===== src/rtl/gearbox_pkg.sv =====
// Shared rate codes, state encoding and rate-to-replication mapping for data_rate_gearbox.
package gearbox_pkg;

    localparam logic [1:0] RATE_X4 = 2'b00;
    localparam logic [1:0] RATE_X2 = 2'b01;
    localparam logic [1:0] RATE_X1 = 2'b10;

    typedef enum logic {
        IDLE = 1'b0,
        EMIT = 1'b1
    } gearbox_state_e;

    // Codes at or beyond max_log2_rep (10 and 11 by default) both mean full rate.
    function automatic int rate_to_rep(input logic [1:0] rate, input int max_log2_rep);
        int rate_i;
        rate_i = int'(rate);
        return (rate_i < max_log2_rep) ? (max_log2_rep - rate_i) : 0;
    endfunction

endpackage


===== src/rtl/data_rate_gearbox_chunk_replicator.sv =====
// Combinational chunk selector: picks chunk p of the word and repeats every bit 2^rep times.
module chunk_replicator
    import gearbox_pkg::*;
#(
    parameter int WIDTH        = 32,
    parameter int MAX_LOG2_REP = 2,
    parameter int P_W          = 2,
    parameter int REP_W        = 2
) (
    input  logic [WIDTH-1:0] word,
    input  logic [P_W-1:0]   p,
    input  logic [REP_W-1:0] rep,
    output logic [WIDTH-1:0] chunk
);

    localparam int IDX_W = $clog2(WIDTH);

    logic [IDX_W-1:0] idx;

    // One candidate mapping per replication factor; p is masked so unused factors stay in range.
    always_comb begin
        chunk = '0;
        idx   = '0;
        for (int r = 0; r <= MAX_LOG2_REP; r++) begin
            if (int'(rep) == r) begin
                for (int i = 0; i < WIDTH; i++) begin
                    idx      = IDX_W'((int'(p) % (1 << r)) * (WIDTH >> r) + (i >> r));
                    chunk[i] = word[idx];
                end
            end
        end
    end

endmodule


===== src/rtl/data_rate_gearbox.sv =====
// Rate-adapting gearbox: splits each word into 2^rep bit-replicated chunks for the serializer.
// Optional feature macro: DATA_RATE_GEARBOX_UNDERRUN_CNT_EN adds the underrun_cnt output.
module data_rate_gearbox
    import gearbox_pkg::*;
#(
    parameter int WIDTH        = 32,
    parameter int MAX_LOG2_REP = 2
) (
    input  logic             clk,
    input  logic             reset,
    input  logic [1:0]       dataRate,
    input  logic [WIDTH-1:0] din,
    input  logic             din_valid,
    output logic             din_ready,
    output logic [WIDTH-1:0] dout,
    output logic             dout_valid,
`ifdef DATA_RATE_GEARBOX_UNDERRUN_CNT_EN
    output logic [15:0]      underrun_cnt,
`endif
    input  logic             dout_ready
);

    localparam int P_W   = (MAX_LOG2_REP > 0) ? MAX_LOG2_REP : 1;
    localparam int REP_W = (MAX_LOG2_REP > 0) ? $clog2(MAX_LOG2_REP + 1) : 1;

    gearbox_state_e   state_q, state_d;
    logic [WIDTH-1:0] word_q, word_d;
    logic [REP_W-1:0] rep_q, rep_d;
    logic [P_W-1:0]   p_q, p_d;
    logic [WIDTH-1:0] dout_q, dout_d;

    logic [REP_W-1:0] new_rep;
    logic [P_W-1:0]   p_next;
    logic [WIDTH-1:0] first_chunk;
    logic [WIDTH-1:0] next_chunk;
    logic             is_last;
    logic             handshake;
    logic             accept;

    assign new_rep    = REP_W'(rate_to_rep(dataRate, MAX_LOG2_REP));
    assign p_next     = p_q + 1'b1;
    assign is_last    = (int'(p_q) == ((1 << int'(rep_q)) - 1));
    assign dout_valid = (state_q == EMIT);
    assign dout       = dout_q;
    assign handshake  = dout_valid && dout_ready;
    assign accept     = din_valid && din_ready;

    // Chunk 0 of an incoming word is built straight from din so it lands in dout on accept.
    chunk_replicator #(
        .WIDTH        (WIDTH),
        .MAX_LOG2_REP (MAX_LOG2_REP),
        .P_W          (P_W),
        .REP_W        (REP_W)
    ) u_first_chunk (
        .word  (din),
        .p     ('0),
        .rep   (new_rep),
        .chunk (first_chunk)
    );

    chunk_replicator #(
        .WIDTH        (WIDTH),
        .MAX_LOG2_REP (MAX_LOG2_REP),
        .P_W          (P_W),
        .REP_W        (REP_W)
    ) u_next_chunk (
        .word  (word_q),
        .p     (p_next),
        .rep   (rep_q),
        .chunk (next_chunk)
    );

    always_comb begin
        din_ready = (state_q == IDLE) || (is_last && dout_ready);
        state_d   = state_q;
        word_d    = word_q;
        rep_d     = rep_q;
        p_d       = p_q;
        dout_d    = dout_q;
        if (accept) begin
            state_d = EMIT;
            word_d  = din;
            rep_d   = new_rep;
            p_d     = '0;
            dout_d  = first_chunk;
        end else if (handshake) begin
            if (is_last) begin
                state_d = IDLE;
                p_d     = '0;
            end else begin
                p_d    = p_next;
                dout_d = next_chunk;
            end
        end
    end

    always_ff @(posedge clk or posedge reset) begin
        if (reset) begin
            state_q <= IDLE;
            word_q  <= '0;
            rep_q   <= '0;
            p_q     <= '0;
            dout_q  <= '0;
        end else begin
            state_q <= state_d;
            word_q  <= word_d;
            rep_q   <= rep_d;
            p_q     <= p_d;
            dout_q  <= dout_d;
        end
    end

`ifdef DATA_RATE_GEARBOX_UNDERRUN_CNT_EN
    logic [15:0] underrun_cnt_q, underrun_cnt_d;

    // Counts serializer-ready cycles with nothing to send, saturating at all ones.
    always_comb begin
        underrun_cnt_d = underrun_cnt_q;
        if (dout_ready && !dout_valid && (underrun_cnt_q != 16'hFFFF)) begin
            underrun_cnt_d = underrun_cnt_q + 16'd1;
        end
    end

    always_ff @(posedge clk or posedge reset) begin
        if (reset) begin
            underrun_cnt_q <= '0;
        end else begin
            underrun_cnt_q <= underrun_cnt_d;
        end
    end

    assign underrun_cnt = underrun_cnt_q;
`endif

endmodule


===== config.mk =====
export PLATFORM = sky130hd
export DESIGN_NAME = data_rate_gearbox
export DESIGN_NICKNAME = d
export VERILOG_FILES = /design/src/rtl/gearbox_pkg.sv /design/src/rtl/data_rate_gearbox_chunk_replicator.sv /design/src/rtl/data_rate_gearbox.sv
export SDC_FILE = /design/constraint.sdc
export NUM_CORES = 1
export LEC_CHECK = 0
export CORE_MARGIN = 1
export CORE_UTILIZATION = 49
export CTS_CLUSTER_DIAMETER = 60
export DETAILED_ROUTE_END_ITERATION = 16
export GPL_TIMING_DRIVEN = 0
export PLACE_DENSITY = 0.77
export SLEW_MARGIN = 20
export SYNTH_ARGS = -nofsm -noshare
export SYNTH_HDL_FRONTEND = slang
export SYNTH_SLANG_ARGS = --single-unit

===== constraint.sdc =====
create_clock -name clk -period 2 [get_ports clk]
set_input_delay 0.4 -clock clk [delete_from_list [all_inputs] [get_ports clk]]
set_output_delay 0.4 -clock clk [all_outputs]
set_load 0.01 [all_outputs]

-- Word level (Yosys, flattened, before mapping)
Index checks and enable logic that the tools add are counted.
- equal/unequal tests: 6
- multiplexer cells: 64
- shift operators: 1
- $lt $le $gt $ge: 25
- bitwise logic cells: 1
- reductions and logical operators: 10
- $add $sub $neg: 25
- operator list (operator ; number):
    $mux W32 ; 9
    $lt A5 B6 Y1 const B ; 24
    $bmux W1 S5 ; 22
    $add A5 B3 Y5 const B ; 8
    $add A5 B4 Y5 const B ; 8
    $eq A3 B32 Y1 ; 1
    $shl A1 B2 Y32 const A ; 1
    $sub A32 B2 Y32 const B ; 1
    $mux W1 ; 28
    $add A5 B2 Y5 const B ; 4
    $add A5 B1 Y5 const B ; 2
    $eq A2 B2 Y1 const B ; 4
    $mux W2 ; 4
    $logic_not A2 Y1 ; 2
    $reduce_and A2 Y1 ; 2
    $reduce_bool A2 Y1 ; 2
    $logic_and A1 B1 Y1 ; 3
    $add A2 B1 Y2 const B ; 1
    $bmux W1 S2 ; 1
    $lt A2 B2 Y1 const B ; 1
    $ne A2 B1 Y1 const B ; 1
    $sub A2 B2 Y2 const A ; 1
    $logic_or A1 B1 Y1 ; 1
    $not A1 Y1 ; 1
- logic and storage cells: 137
- output and inout port bits: 34
- register bits: 69
- input bits: 38

-- Logic depth before layout (Yosys ltp)
Gate-level depths: netlist of run 1.
- depth in word-level cells: 9
- gate-level depth with buffers: 7
- depth with buffers taken out: 4

-- Cells and area by module
A second synthesis of run 1 with hierarchy kept.
- cell total of the unflattened synthesis: 439
- area, all modules: 4914.7 um2
- modules (own cells, without submodules) (module ; instances ; area each (um2) ; seq. area each (um2) ; cells each):
    data_rate_gearbox ; 1 ; 2895.3 ; 1726.7 ; 209
    chunk_replicator ; 2 ; 1009.7 ; 0.0 ; 115

-- Worst setup path before layout of run 1
OpenSTA, ideal clock, no wires.
- kind: reg2reg
- from: register p_q[0]
- to: register dout_q[17] (netlist: dout[17])
- cell stages (with the launch flop): 7
- setup slack: 0.139 ns
- setup time: 0.128 ns
- arrival: 1.733 ns
- required time: 1.872 ns
- clock period less this slack: 1.861 ns
- path through: dfrtp_1 > buf_2 > buf_4 > mux2_1 > a222oi_1 > o211a_1 > o31ai_1
- cells in the longest elaborated chain, start to end: 9
- elaborated cells on any way between the ends: 19
- ends and longest elaborated chain (element ; line ; source):
    start: declaration ; data_rate_gearbox.sv:29 ; logic [P_W-1:0] p_q, p_d;
    start signal: assignment ; data_rate_gearbox.sv:108 ; p_q <= p_d;
    $add A2 B1 Y2 ; data_rate_gearbox.sv:41 ; assign p_next = p_q + 1'b1;
    $add A5 B4 Y5 ; data_rate_gearbox_chunk_replicator.sv:27 ; idx = IDX_W'((int'(p) % (1 << r)) * (WIDTH >> r) + (i >> r));
    $bmux W1 S5 ; data_rate_gearbox_chunk_replicator.sv:28 ; chunk[i] = word[idx];
    $mux W1 (implied by the code) ; data_rate_gearbox_chunk_replicator.sv:28 ;
    $mux W32 (2 in series) ; data_rate_gearbox_chunk_replicator.sv:25 ; if (int'(rep) == r) begin
    $mux W32 ; data_rate_gearbox.sv:87 ; if (is_last) begin
    $mux W32 ; data_rate_gearbox.sv:86 ; end else if (handshake) begin
    $mux W32 ; data_rate_gearbox.sv:80 ; if (accept) begin
    end signal: assignment ; data_rate_gearbox.sv:109 ; dout_q <= dout_d;
    end: declaration ; data_rate_gearbox.sv:30 ; logic [WIDTH-1:0] dout_q, dout_d;
Several ways; a longest one is shown, not always the timed one. The select of a mux whose other input is x is not followed.
A chain may end at the register's enable or synchronous reset.

-- Final worst setup path of run 1
- from: register p_q[1]
- to: register word_q[2]
- cells in the longest elaborated chain, start to end: 4
- ends and longest elaborated chain (element ; line ; source):
    $eq A3 B32 Y1 ; data_rate_gearbox.sv:42 ; assign is_last = (int'(p_q) == ((1 << int'(rep_q)) - 1));
    $logic_and A1 B1 Y1 ; data_rate_gearbox.sv:74 ; din_ready = (state_q == IDLE) || (is_last && dout_ready);
    $logic_or A1 B1 Y1 ; data_rate_gearbox.sv:74 ;
    $logic_and A1 B1 Y1 ; data_rate_gearbox.sv:46 ; assign accept = din_valid && din_ready;
    end signal: assignment ; data_rate_gearbox.sv:106 ; word_q <= word_d;
    end: declaration ; data_rate_gearbox.sv:27 ; logic [WIDTH-1:0] word_q, word_d;
No other way between the ends.

==> results_dict.tcl, run 1 <==
set metrics [dict create \
    status "finished with violations" \
    violations "setup timing" \
    netlist_instances 466 \
    setup_violations 30 \
    hold_buffers 0 \
    maxCapViolCount 0 \
    areaGrowthSynthToFinish_pct 35.51 \
    vias_per_cell 6.611 \
    place_inst 645 \
    portBuffers 69 \
    p_leak_nw 2.593 \
    dp_hpwl_um 11530 \
    cts_buffers 9 \
    hold_violations 0 \
    max_slew_margin 0.5593 \
    fin_crit_ps 2082 \
    skew_ps 11.48 \
    layout-drive-gt1-share 0.2324 \
    drv_slew 0 \
    finalCritPeriodShare 1.041 \
    hp-class "in2async" \
    clk_pin_slew_ps 80 \
    crit_type "reg2reg" \
    final_cells 689 \
    power.combinational.fraction 0.616 \
    num_rows 34 \
    crit_path_start_kind "flip-flop" \
    final_nets 614 \
    routedWlPerCell_um 23.26 \
    switchingPower_w 0.004452 \
    yosys_warnings 0 \
    htreeDepth 3 \
    critPathArrivalTime_ps 2320 \
    initial_core_util 0.5160 \
    ys_types 41 \
    clock_latency_ps 360 \
    diodes 0 \
    synth.top_cell.area_share 0.3763 \
    tightestPinTransition_ps 661.0 \
    yosys.area.top_type "dfrtp_1" \
    ir_drop_uv 750.0 \
    cts.path.max_buffers 2 \
    drc 0 \
    placed_cell_area_um2 5465 \
    ys_ff_latch 69 \
    drtIter0Drc 570 \
    required_ps 2240 \
    power_density_nw_per_um2 1716 \
    boundaryPins 72 \
    setup_slack_ps -81.79 \
    synth_nets 504 \
    ys_seq_area_frac 0.3763 \
    fin_area_um2 6217 \
    grtUsageTotal 0.3319 \
    r2r_start "p_q[1]" \
    drt_wl_total_um 16020 \
    synth.cell_area_um2 4588 \
    r2r_cells 7 \
    finalPower_w 0.01067 \
    gp_congestion 0.9552 \
    cp-end-kind "flip-flop" \
    startpoint "p_q[1]" \
    rsz0062_at_grt "yes" \
    grt_max_degree 31 \
    dieWidth_um 98.77 \
    crit_fanout 10 \
    cts-root-buf "clkbuf_8" \
    ant_nets 0 \
    grt_pass1_wl_um 24120 \
    vias 4555 \
    first_pass_iters 5 \
    power_frac_clock 0.124 \
    fmax_mhz 480.4 \
    worstReg2RegEnd "word_q[2]" \
    rrSetupSlack_ps -80 \
    core_um2 8891 \
    syn_avg_cell_area_um2 9.846 \
    die_area_um2 9755 \
    swShare 0.4173 \
    seq_power_share 0.260 \
    wl_met1_um 6688 \
    die_h_um 98.77 \
    grt_pass1_vias 4199 \
    cts.sinks 69 \
    dr_wl_met3_um 1404 \
    synthTopCellsByArea "dfrtp_1 38%, mux2_1 9.1%, o211a_1 5.9%" \
    met2_length_um 7267 \
    top_layer "met4" \
    p_int_w 0.006215 \
    cts_tree "built" \
    antenna_found_initial 0 \
    gr-total-overflow 0 \
]
[flip-flops by register name, summed over array words and instances (netlist names)]
signal	flops
dout	32
dout_valid	1
p_q	2
rep_q	2
word_q	32
[worst max-delay path by stage]
| stage | endpoint | cells past startpoint |
|---|---|---|
| 2_1_floorplan | dout[17] | 6 |
| 3_3_place_gp | word_q[16] | 6 |
| 3_5_place_dp | word_q[10] | 6 |
| 4_1_cts | din_ready | 4 |
| 5_1_grt | din_ready | 4 |
| 6_report | word_q[2] | 7 |
[cells by family (layout without fill, tap and decap cells)]
kind of cell	count (synthesis)	after routing	share of synthesized area
AO/OA/AOI/OAI	159	159	0.2651
XOR/XNOR	1	1	0.001909
buffers and inverters	49	164	0.04909
flip-flops	69	69	0.3763
multiplexers	66	66	0.1606
AND/OR/NAND/NOR	122	122	0.1470
[power by group through the flow]
stage | Combinational [W] | Clock [W] | Sequential, W
CTS | 0.00591 | 0.00133 | 0.00272
finish | 0.00657 | 0.00132 | 0.00277
floorplan | 0.00344 | 0 | 0.00266
global placement | 0.00525 | 0 | 0.00273
detailed placement | 0.00537 | 0 | 0.00276
global route | 0.00695 | 0.00139 | 0.00282
[layout by cell type, fill, tap and decap left out, types with 2 or more instances in the layout]
cell type	netlist	final
o21ai_0	33	32
o41ai_1	2	2
clkbuf_16	0	2
a211oi_1	32	31
mux2_4	0	8
o2bb2ai_1	2	2
and2_1	3	3
mux2i_1	5	5
o21ai_1	4	4
nand2_1	44	43
bufinv_16	0	2
a222oi_1	13	13
clkbuf_2	0	11
buf_4	5	28
a2111oi_4	0	2
o211a_1	27	27
nor3_1	2	2
clkbuf_1	23	12
clkbuf_4	0	4
clkdlybuf4s50_1	0	68
dfrtp_2	0	2
mux2_1	37	27
buf_2	18	9
dfrtp_1	69	67
nand3b_1	14	14
buf_6	0	4
nor2_1	6	6
nand2b_1	42	42
clkinv_2	0	2
buf_12	0	7
mux2_2	24	26
clkbuf_8	0	11
a22o_1	3	2
nor2b_1	3	2
o31ai_1	33	32
[per-layer routing]
layer  vias up  GRT usage
met5         -          0
met4         0     0.1619
met3        54    0.05674
met2       259     0.5126
met1      2239     0.4521
li1       2003          -
[area by class of cell]
cell class | count | area, µm²
Buffer | 47 | 327.8
Clock buffer | 12 | 155.1
Clock inverter | 4 | 70.07
Fill cell | 680 | 2674
Inverter | 2 | 11.26
Multi-Input combinational cell | 348 | 2759
Sequential cell | 69 | 1729
Tap cell | 108 | 135.1
Timing Repair Buffer | 99 | 1030
[through the flow]
stage,hold slack (ps),util,TNS [ps],setup WS [ps]
final,424.3,0.6993,-1325,-81.79
after global routing,473.7,0.6993,-3335,-109.6
after CTS,438.2,0.6697,-364.1,-55.34
after detailed placement,488.3,0.6147,-25290,-451.5
after global placement,492.0,0.6093,-24560,-397.4
after floorplan,483.4,-,0,138.6
[synthesized netlist by cell type, drive strengths merged]
library cell and n:
nor2 7, o41ai 2, o21ai 37, nor2b 3
nand4b 1, xor2 1, o211ai 1, or2 1
a221oi 2, nor3b 1, or4 1, nor3 2
nand3b 14, a21bo 1, nand2 44, nand4bb 1
and2 3, a222oi 13, mux2 61, nand2b 42
o2bb2ai 2, o211a 27, and3b 1, a31oi 1
mux2i 5, o31ai 33, buf 24, dfrtp 69
a211oi 32, nand3 1, a21oi 1, clkbuf 23
inv 2, a22o 3, a2111oi 3, a211o 1
[critical path: stages, from the launching register on]
cell	delay (ps)
dfrtp_2	440
or2_2	300
o211a_1	250
buf_6	160
nor2_4	170
buf_12	170
clkbuf_16	150
mux2_1	320
[repair_timing]
action | 4_1_cts | 5_1_grt
endpoints found under the setup margin | 63 | 65
setup buffers | 11 | 14
gates cloned | 1 | 2
pin swaps | 10 | 13
resized for setup | 45 | 42
No activity file was read; power rests on OpenSTA's default activity.
==> run 2: changes to the inputs <==
CORE_MARGIN = 4   (was 1)
==> run 2 against run 1 <==
Against the previous run: fmax shrank 0.24%; register-to-register slack is essentially flat; global-route usage shrank 4.6 points; utilization decreased by 2.0 points; cell count is 0.15% lower; setup slack lost 5.0 ps; design area is 0.52% higher; the run still ends with setup timing left; sequential share of layout area down 0.14 points; sequential power is essentially flat; largest power group unchanged; clock power decreased by 15%; count of clock-buffer cells in the layout fell by 2; wire length increased by 0.99%.
==> results_dict.tcl, run 2 (synthesis results as in run 1) <==
set metrics [dict create \
    status "finished with violations" \
    drt_wl_total_um 16180 \
    cts.path.max_buffers 2 \
    max_slew_margin 0.6131 \
    gp_congestion 1.021 \
    vias 4561 \
    fin_crit_ps 2087 \
    setup_violations 33 \
    tightestPinTransition_ps 565.7 \
    crit_chain "buf_8 > xor2_2 > o211a_1 > buf_6 > nor2_4 > buf_12 > buf_12 > mux2_1" \
    drv_slew 0 \
    drtIter0Drc 626 \
    skew_ps 11.27 \
    utilization 0.6796 \
    die_area_um2 10980 \
    areaGrowthSynthToFinish_pct 36.21 \
    cts-root-buf "clkbuf_8" \
    p_leak_nw 2.614 \
    hp-class "in2async" \
    die_h_um 104.8 \
    crit_fanout 10 \
    grtUsageTotal 0.2862 \
    boundaryPins 72 \
    critPathArrivalTime_ps 2330 \
    hold_buffers 0 \
    layout-drive-gt1-share 0.2738 \
    cpPeakStageDelay_ps 430 \
    grt_pass1_wl_um 24430 \
    cts.sinks 69 \
    routedWlPerCell_um 23.52 \
    ir_drop_uv 710.2 \
    gr-total-overflow 0 \
    rsz0062_at_grt "yes" \
    r2r_cells 8 \
    finalPower_w 0.01068 \
    dp_slack_ps -489.1 \
    setup_slack_ps -86.78 \
    placed_cell_area_um2 5469 \
    hold_violations 0 \
    initial_core_util 0.4989 \
    maxCapViolCount 0 \
    fmax_mhz 479.2 \
    vias_per_cell 6.629 \
    diodes 0 \
    violations "setup timing" \
    ant_nets 0 \
    final_nets 611 \
    final_common_cell "clkdlybuf4s50_1" \
    htreeDepth 3 \
    core_um2 9196 \
    portBuffers 69 \
    dieWidth_um 104.8 \
    critical_path.top_delay_family "buffers and inverters" \
    crit_type "reg2reg" \
    fin_area_um2 6250 \
    final_cell_mix "68 x clkdlybuf4s50_1, 67 x dfrtp_1, 43 x nand2_1" \
    grt_max_degree 30 \
    crit_cells 8 \
    dp_hpwl_um 11310 \
    slowest_stage "dfrtp_2" \
    power_density_nw_per_um2 1709 \
    grt_pass1_vias 4382 \
    hold_ws_ps 410.2 \
    required_ps 2240 \
    first_pass_iters 7 \
    clk_pin_slew_ps 80 \
    crit_path_frequent_cell "buf_12" \
    clock_latency_ps 370 \
    drc 0 \
    num_rows 35 \
    crit_buf_inv 4 \
    antenna_found_initial 0 \
    cts_tree "built" \
    finalCritPeriodShare 1.043 \
    cts_buffers 9 \
    cp-end-kind "flip-flop" \
    crit_path_start_kind "flip-flop" \
]
run 2: final cells by class:
cell class,count,area [µm²]
Sequential cell,69,1729
Multi-Input combinational cell,348,2841
Inverter,2,11.26
Timing Repair Buffer,98,1011
Clock inverter,5,52.55
Clock buffer,10,127.6
Buffer,45,337.8
Tap cell,111,138.9
Fill cell,741,2947
run 2: timing repair:
action | in CTS | in global routing
resized for setup | 44 | 86
pin swaps | 13 | 12
setup buffers | 12 | 13
cloned | 1 | 1
setup endpoints to repair | 63 | 67
run 2: worst paths after layout:
check / start / slack (ps) / to
min in group clk: din_valid / 460 / p_q[0]
hold reg to reg: dout[1] / 530 / dout[1]
hold / removal: reset / 410 / dout_valid
setup reg to reg: p_q[0] / -90 / word_q[12]
max in group asynchronous: reset / 1070 / word_q[31]
setup / recovery: p_q[0] / -90 / word_q[12]
run 2: worst reg2reg max path, delay by kind of cell (launching register included):
kind                      cells  cell delay, ps
AOI/OAI and AO/OA             1             240
xor gates and xnor gates      1             180
buffers and inverters         4             600
DFF                           1             430
muxes                         1             350
and+or+nand+nor               1             160
run 2: routing by layer:
metal | track usage | wire length (µm) | up-vias | share of wire
met5 | 0 | 0 | - | 0
met4 | 0.1209 | 644 | 0 | 0.040
met3 | 0.05991 | 1511 | 63 | 0.093
met2 | 0.4661 | 7532 | 264 | 0.47
met1 | 0.3687 | 6493 | 2251 | 0.40
li1 | - | - | 1983 | -
run 2: where the power goes:
group	internal (W)	switching [W]	total [W]
Combinational	0.00347	0.00329	0.00676
Clock	0.000563	0.000558	0.00112
Sequential	0.00211	0.000693	0.00280
Total	0.00614	0.00454	0.0107
run 2: metrics by stage:
step / instances / setup TNS (ps)
finish: 688 / -1106
global route: 688 / -2828
CTS: 676 / -218.3
detailed placement: 648 / -25260
global placement: 646 / -23520
floorplan: 466 / 0
==> run 3: changes to the inputs <==
REMOVE_ABC_BUFFERS = 1   (was unset)
==> run 3 against run 2 <==
Against the previous run: the run still ends with setup timing left; fmax decreased by 3.5%; setup slack got worse by 76 ps; die area did not move; utilization rose by 0.45 points; count of clock-buffer cells in the layout increased by 2; combinational power up 2%; critical path type unchanged; largest cell class unchanged.
==> results_dict.tcl, run 3 (synthesis results as in run 1) <==
set metrics [dict create \
    crit_type "reg2reg" \
    grt_pass1_vias 4481 \
    vias 4674 \
    gp_congestion 0.8237 \
    antenna_found_initial 0 \
    power_density_nw_per_um2 1751 \
    cts_buffers 9 \
    die_h_um 104.8 \
    violations "setup timing" \
    tightestPinTransition_ps 1021 \
    multi_input_comb_area_um2 2968 \
    ir_drop_uv 789.5 \
    gr-total-overflow 0 \
    p_leak_nw 2.593 \
    first_pass_iters 8 \
    drv_slew 0 \
    grt_pass1_wl_um 23280 \
    dp_hpwl_um 8235 \
    final_cells 666 \
    setup_slack_ps -162.8 \
    fmax_mhz 462.4 \
    rrSetupSlack_ps -160 \
    ant_nets 0 \
    drtIter0Drc 605 \
    cts.sinks 69 \
    crit_fanout 22 \
    layout-drive-gt1-share 0.2649 \
    core_um2 9196 \
    portBuffers 71 \
    cp-end-kind "flip-flop" \
    setup_tns_ps -5839 \
    grtUsageTotal 0.2632 \
    critPathArrivalTime_ps 2410 \
    clock_latency_ps 350 \
    status "finished with violations" \
    hp-class "in2async" \
    htreeDepth 3 \
    cts-root-buf "clkbuf_8" \
    die_area_um2 10980 \
    cts.path.max_buffers 2 \
    vias_per_cell 7.018 \
    required_ps 2250 \
    dieWidth_um 104.8 \
    boundaryPins 72 \
    rsz0062_at_grt "yes" \
    drc 0 \
    maxCapViolCount 0 \
    initial_core_util 0.4989 \
    final_common_cell "clkdlybuf4s50_1" \
    num_rows 35 \
    routedWlPerCell_um 24.50 \
    areaGrowthSynthToFinish_pct 37.11 \
    fillerInstances 672 \
    hold_ws_ps 322.2 \
    setup_violations 66 \
    drt_wl_total_um 16320 \
    crit_path_start_kind "flip-flop" \
    fin_crit_ps 2163 \
    hold_violations 0 \
    max_slew_margin 0.3193 \
    final_nets 588 \
    skew_ps 8.192 \
    seqCellArea_um2 1738 \
    grt_max_degree 65 \
    finalCritPeriodShare 1.081 \
    place_inst 605 \
    final_cell_mix "67 x clkdlybuf4s50_1, 64 x dfrtp_1, 43 x nand2_1" \
    clk_pin_slew_ps 80 \
    diodes 0 \
    cts_tree "built" \
]
-- run 3: report_power, final --
group / switching (W) / internal [W] / total (W)
logic: 0.00338 / 0.00351 / 0.00690
registers: 0.000662 / 0.00212 / 0.00278
clock network: 0.000565 / 0.000768 / 0.00133
total: 0.00461 / 0.00640 / 0.0110
-- run 3: path summary, 6_finish.rpt --
path / from / end / depth (start not counted)
setup reg to reg: p_q[0] / dout[10] / 6
hold reg to reg: dout[28] / dout[28] / 2
setup / recovery: p_q[0] / dout[10] / 6
hold / removal: reset / dout[18] / 2
min in group clk: dout[28] / dout[28] / 2
max in group asynchronous: reset / rep_q[1] / 3
-- run 3: stage by stage --
| stage | setup WS (ps) | power (W) | utilization | area [µm²] |
|---|---|---|---|---|
| detailed placement | -1372 | 0.007773 | 0.5859 | 5388 |
| CTS | -116.3 | 0.009920 | 0.6507 | 5984 |
| global route | -183.8 | 0.01150 | 0.6841 | 6291 |
| finish | -162.8 | 0.01101 | 0.6841 | 6291 |
| floorplan | -1415 | 0.005812 | - | 4370 |
| global placement | -2888 | 0.007443 | 0.5676 | 5220 |
-- run 3: final cells by class --
| cell class | count | share of cell area |
|---|---|---|
| Clock buffer | 12 | 0.02466 |
| Timing Repair Buffer | 115 | 0.1925 |
| Tap cell | 111 | 0.02208 |
| Sequential cell | 69 | 0.2763 |
| Inverter | 2 | 0.001591 |
| Multi-Input combinational cell | 353 | 0.4718 |
| Clock inverter | 4 | 0.01114 |
-- run 3: what timing repair did --
| action | 4_1_cts | 5_1_grt |
|---|---|---|
| hold buffers | 0 | 0 |
| setup endpoints to repair | 68 | 67 |
| buffers inserted | 30 | 9 |
| pin swaps | 15 | 15 |
| gates resized for setup | 33 | 49 |
| gates cloned | 3 | 3 |
-- run 3: per-layer routing --
| metal | global-route usage | vias up | routed length [µm] |
|---|---|---|---|
| li1 | - | 1951 | - |
| met1 | 0.3477 | 2310 | 6432 |
| met5 | 0 | - | 0 |
| met4 | 0.09560 | 0 | 589 |
| met3 | 0.04941 | 68 | 1630 |
| met2 | 0.4313 | 345 | 7663 |
-- run 3: worst max-delay path: stages, from the launching register on --
cell,delay [ps]
dfrtp_4,490
buf_6,160
xor2_2,410
o211a_4,340
o21ai_4,130
buf_16,210
o31ai_1,290
